<file path="config.mk">
export PLATFORM = sky130hd
export DESIGN_NAME = pipeline_ctrl
export DESIGN_NICKNAME = d
export VERILOG_FILES = /design/src/rtl/pipeline_ctrl.sv
export SDC_FILE = /design/constraint.sdc
export NUM_CORES = 1
export LEC_CHECK = 0
export ABC_AREA = 1
export ABC_CLOCK_PERIOD_IN_PS = 2050
export BUFFER_PORTS_ARGS = -buffer_cell sky130_fd_sc_hd__buf_2
export CORE_ASPECT_RATIO = 1.2
export CORE_MARGIN = 2
export CORE_UTILIZATION = 55
export CTS_BUF_LIST = sky130_fd_sc_hd__clkbuf_8
export DETAILED_ROUTE_END_ITERATION = 6
export HOLD_SLACK_MARGIN = 0.08
export PLACE_DENSITY = 0.82
export SLEW_MARGIN = 30
export SYNTH_ARGS = -nofsm -noshare
export SYNTH_HDL_FRONTEND = slang
export SYNTH_SLANG_ARGS = --single-unit
export TNS_END_PERCENT = 100
</file>
<file path="constraint.sdc">
create_clock -name clock -period 2.05 [get_ports clock]
set_input_delay 0.1025 -clock clock [delete_from_list [all_inputs] [get_ports clock]]
set_output_delay 0.1025 -clock clock [all_outputs]
set_load 0.01 [all_outputs]
</file>
<file path="src/rtl/pipeline_ctrl.sv">
// rtl/pipeline_ctrl.sv - hazard, memory-stall and halt control for a 5-stage pipeline
module pipeline_ctrl #(
  parameter int MEM_TIMEOUT  = 255,
  parameter int DRAIN_CYCLES = 3
) (
  input  logic        clock,
  input  logic        reset,
  input  logic        id_ex_memread,
  input  logic [4:0]  id_ex_rd,
  input  logic [4:0]  if_id_rs,
  input  logic [4:0]  if_id_rt,
  input  logic        if_id_uses_rt,
  input  logic        branch_taken,
  input  logic        mem_access,
  input  logic        mem_ready,
  input  logic        halt_req,
  output logic        pc_write,
  output logic        if_id_write,
  output logic        id_ex_write,
  output logic        ex_mem_write,
  output logic        mem_wb_write,
  output logic        if_id_flush,
  output logic        id_ex_flush,
  output logic        ex_mem_flush,
  output logic        mem_wb_flush,
  output logic [15:0] stall_count,
  output logic        halted,
  output logic        mem_error
);

  localparam int WW = (MEM_TIMEOUT > 1) ? $clog2(MEM_TIMEOUT + 1) : 1;
  localparam int DW = (DRAIN_CYCLES > 1) ? $clog2(DRAIN_CYCLES) : 1;
  localparam logic [WW-1:0] WAIT_MAX  = WW'(MEM_TIMEOUT);
  localparam logic [DW-1:0] DRAIN_MAX = DW'(DRAIN_CYCLES - 1);

  typedef enum logic [2:0] {RUN, MEM_WAIT, DRAIN, HALTED, ERROR} state_t;

  state_t        state;
  logic [WW-1:0] wait_cnt;
  logic [DW-1:0] drain_cnt;

  logic load_use;
  logic freeze;
  logic as_run;

  assign load_use = id_ex_memread && (id_ex_rd != 5'd0) &&
                    ((id_ex_rd == if_id_rs) || (if_id_uses_rt && (id_ex_rd == if_id_rt)));

  // MEM_WAIT keeps freezing until mem_ready, whatever mem_access says.
  assign freeze = (((state == RUN) || (state == DRAIN)) && mem_access && !mem_ready) ||
                  ((state == MEM_WAIT) && !mem_ready);
  assign as_run = (state == RUN) || ((state == MEM_WAIT) && mem_ready);

  assign halted    = !reset && (state == HALTED);
  assign mem_error = !reset && (state == ERROR);

  always_comb begin
    pc_write     = 1'b0;
    if_id_write  = 1'b0;
    id_ex_write  = 1'b0;
    ex_mem_write = 1'b0;
    mem_wb_write = 1'b0;
    if_id_flush  = 1'b0;
    id_ex_flush  = 1'b0;
    ex_mem_flush = 1'b0;
    mem_wb_flush = 1'b0;
    if (reset) begin
      if_id_flush  = 1'b1;
      id_ex_flush  = 1'b1;
      ex_mem_flush = 1'b1;
      mem_wb_flush = 1'b1;
    end else if (freeze) begin
      mem_wb_flush = 1'b1;
    end else if (as_run) begin
      if (branch_taken) begin
        pc_write     = 1'b1;
        if_id_flush  = 1'b1;
        id_ex_flush  = 1'b1;
        ex_mem_write = 1'b1;
        mem_wb_write = 1'b1;
      end else if (load_use) begin
        id_ex_flush  = 1'b1;
        ex_mem_write = 1'b1;
        mem_wb_write = 1'b1;
      end else begin
        pc_write     = 1'b1;
        if_id_write  = 1'b1;
        id_ex_write  = 1'b1;
        ex_mem_write = 1'b1;
        mem_wb_write = 1'b1;
      end
    end else if (state == DRAIN) begin
      if_id_flush  = 1'b1;
      id_ex_write  = 1'b1;
      ex_mem_write = 1'b1;
      mem_wb_write = 1'b1;
    end
  end

  always_ff @(posedge clock) begin
    if (reset) begin
      state       <= RUN;
      wait_cnt    <= '0;
      drain_cnt   <= '0;
      stall_count <= 16'd0;
    end else begin
      if (((state == RUN) || (state == MEM_WAIT)) && !pc_write && (stall_count != 16'hFFFF))
        stall_count <= stall_count + 16'd1;
      case (state)
        RUN: begin
          if (freeze) begin
            state    <= MEM_WAIT;
            wait_cnt <= '0;
          end else if (halt_req) begin
            state     <= DRAIN;
            drain_cnt <= '0;
          end
        end
        MEM_WAIT: begin
          if (mem_ready)
            state <= RUN;
          else if (wait_cnt == WAIT_MAX)
            state <= ERROR;
          else
            wait_cnt <= wait_cnt + 1'b1;
        end
        DRAIN: begin
          if (!freeze) begin
            if (drain_cnt == DRAIN_MAX)
              state <= HALTED;
            else
              drain_cnt <= drain_cnt + 1'b1;
          end
        end
        default: ;
      endcase
    end
  end

endmodule

</file>
==> flow_summary.ini <==
[worst_setup_path]
critical_path_required_ns = 2.26
crit_path_end_kind = register
critPathArrivalTime_ns = 2.05
crit_path_max_fanout = 12
regToRegSetupSlack_ns = 0.21
r2r-start = stall_count[0]
r2r-end = stall_count[13]
startpoint_type = register
rr_worst_depth = 9
crit_slowest_cell = dfxtp_1
crit_type = register to register
crit_chain = ha_1, nand3_2, inv_2, nand4_1, nor2_2, a21oi_4, buf_4, nand3_1, a21oi_1
critPathMaxStageDelay_ns = 0.37

[clock_network]
root_buffer = clkbuf_8
cts_sinks = 29
path_clk_slew_ns = 0.06
numCtsBuffers = 5
clockBufferDepth = 2
cts_setup_buffers = 0
cts.repair.resized = 0
clkLatencyLatePin_ns = 0.28
cts_htree_levels = 2
holdBufCountCts = 0
cts_tree = built

[global_routing]
antenna_found_initial = 0
track_usage_pct = 24.3
grt-ovfl-total = 0
grt_max_degree = 24
grt_pass1_wl_um = 7920
grt_pass1_vias = 1896

[yosys]
synthCells = 314
synthMuxAreaShare_pct = 0
synth_simple_gate_area_share_pct = 40.5
syn_nets = 340
synth.distinct_cells = 33
synth_top_family_by_area = simple AND/OR/NAND/NOR gates
synth_area_um2 = 2000
ys_warn_count = 0
synth-seq-cells = 29
synth_top_area_share_pct = 29.0
synth-xor-area-share_pct = 6.56
seq_area_frac_synth_pct = 29.0
synth.avg_cell_area_um2 = 6.38
yosys.area_share.adder_pct = 1.87
synth_largest_area_cell = dfxtp_1
synth_compound_gate_area_share_pct = 11.9
synth.area.top_cells = dfxtp_1 29%, nand2_1 16%, nand3_1 7.7%

[routing]
drtIter0Drc = 137
drt_wl_total_um = 4590
via_per_inst = 5.15
drc = 0
first_pass_iters = 4
num_vias = 2096
wl_per_cell_um = 11.3
ant_nets = 0

[cells_and_area]
area_growth_pct = 18.0
layout-drive-gt1-share_pct = 24.5
multi_input_area_um2 = 1220
fin_nets = 393
diodes = 0
fillers = 361
design_area_um2 = 2360
seqCellArea_um2 = 581

[timing]
hold-worst-slack_ns = 0.237
setup_viol = 0
finalMaxSlewViolations = 0
max_slew_margin_pct = 74.7
max_clock_freq_mhz = 543
setup_tns_ns = 0
tightest_slew_ns = 0.378
fin_skew_ns = 0.00593
hold_viol = 0
fin_crit_sh_pct = 89.9
min_period_ns = 1.84
rsz0062_at_grt = no

[pwr]
power.internal_mw = 1.24
switchingPower_mw = 1.03
p_leak_nw = 1.15
pwr-share-clk_pct = 19.0
p_sw_share_pct = 45.3
seq_power_share_pct = 31.6
p_per_area_nw_per_um2 = 959
power_mw = 2.27
power.share.combinational_pct = 49.4
vdd_ir_drop_max_v = 0.000664

[status]
outcome = finished clean

[floorplanning]
core-area_um2 = 3570
dieArea_um2 = 4140
floorplan.rows = 24
initial_core_util_pct = 56.1
die_h_um = 70.1
die-width_um = 59.1
num_io_pins = 50

[min_path]
hold_depth = 4
hp-class = primary input to register
worstHoldStart = reset
holdPathEnd = stall_count[0]

[job]
max-cap-violations = 0

[placed_design]
io_buffers = 49
place_area_um2 = 2280
gp_congestion = 0.861
dpl.hpwl_um = 3540
## layout by cell type, fill, tap and decap left out, drive strengths merged
| cell type | netlist | routed |
|---|---|---|
| xor2 | 6 | 6 |
| nor2 | 36 | 36 |
| a21oi | 29 | 29 |
| nand4 | 7 | 7 |
| a211oi | 1 | 1 |
| inv | 41 | 44 |
| or2 | 1 | 1 |
| clkbuf | 2 | 5 |
| xnor2 | 9 | 9 |
| ha | 3 | 3 |
| nor3 | 5 | 5 |
| nor4 | 1 | 1 |
| nand3 | 32 | 32 |
| clkinv | 1 | 1 |
| o2111a | 1 | 1 |
| buf | 5 | 53 |
| dfxtp | 29 | 29 |
| nand2 | 92 | 92 |
| and3 | 1 | 1 |
| o21ai | 11 | 11 |
| nand3b | 1 | 1 |
## per-layer routing
layer	up-vias	track usage, %	part of all wire (%)	routed length, um
met1	929	27.9	41	1890
met2	46	41.6	52	2390
met4	0	8.84	1.8	84
met5	-	0	0	0
li1	1111	-	-	-
met3	10	6.85	5.0	228
## synthesized netlist by cell type (all sizes together)
cell type / n
nand3b: 1
xnor2: 9
nand2: 92
nand3: 32
dfxtp: 29
ha: 3
nor4: 1
and3: 1
nand4: 7
inv: 41
clkbuf: 2
o2111a: 1
or2: 1
xor2: 6
nor2: 36
o21ai: 11
a21oi: 29
clkinv: 1
a211oi: 1
buf: 5
nor3: 5
## per-stage QoR
| step | utilization (%) | setup WS [ns] | std cells |
|---|---|---|---|
| after floorplan | - | 0.351 | 314 |
| after global placement | 63.9 | 0.360 | 399 |
| after detailed placement | 63.9 | 0.234 | 399 |
| after CTS | 66.1 | 0.215 | 407 |
| after global routing | 66.1 | 0.0466 | 407 |
| final | 66.1 | 0.207 | 407 |
## layout make-up
| class | instances | share of cell area, % |
|---|---|---|
| repair buffers | 53 | 11.6 |
| inverters | 42 | 6.78 |
| flip-flops and latches | 29 | 24.6 |
| well taps | 39 | 2.06 |
| clock buffers | 5 | 2.91 |
| clock inverters | 3 | 0.476 |
| multi-input cells | 236 | 51.6 |
## kinds of logic after synthesis
| group | after synthesis |
|---|---|
| AND/OR/NAND/NOR | 176 |
| XOR/XNOR | 15 |
| flip-flops | 29 |
| adder cells (fa/ha/maj) | 3 |
| buffers and inverters | 49 |
| AO/OA/AOI/OAI | 42 |
## worst max-delay path: cells and delay by family, from the launching register on
family / cells / cell delay [ns]
buffers and inverters: 2 / 0.26
flip-flops: 1 / 0.37
AND/OR/NAND/NOR: 4 / 0.37
adder cells (fa/ha/maj): 1 / 0.27
AO/OA/AOI/OAI: 2 / 0.50
## sequential cells by signal (all words and copies together), names as in the netlist
signal / count
wait_cnt: 8
state: 3
drain_cnt: 2
stall_count: 16
## power groups by stage
stage	sequential [mW]	combinational, mW	clock, mW
3_3_place_gp	0.720	1.09	0
3_5_place_dp	0.728	1.11	0
2_1_floorplan	0.726	0.853	0
5_1_grt	0.729	1.27	0.471
6_report	0.717	1.12	0.430
4_1_cts	0.716	1.12	0.441
## worst max-delay path by stage
stage,start,end,slack [ns]
after detailed placement,stall_count[0],stall_count[13],0.23
after floorplan,stall_count[0],stall_count[0],0.35
after CTS,stall_count[0],stall_count[12],0.21
final,stall_count[0],stall_count[13],0.21
after global placement,stall_count[0],stall_count[4],0.36
after global routing,stall_count[0],stall_count[13],0.05
(Power assumes the default switching activity.)
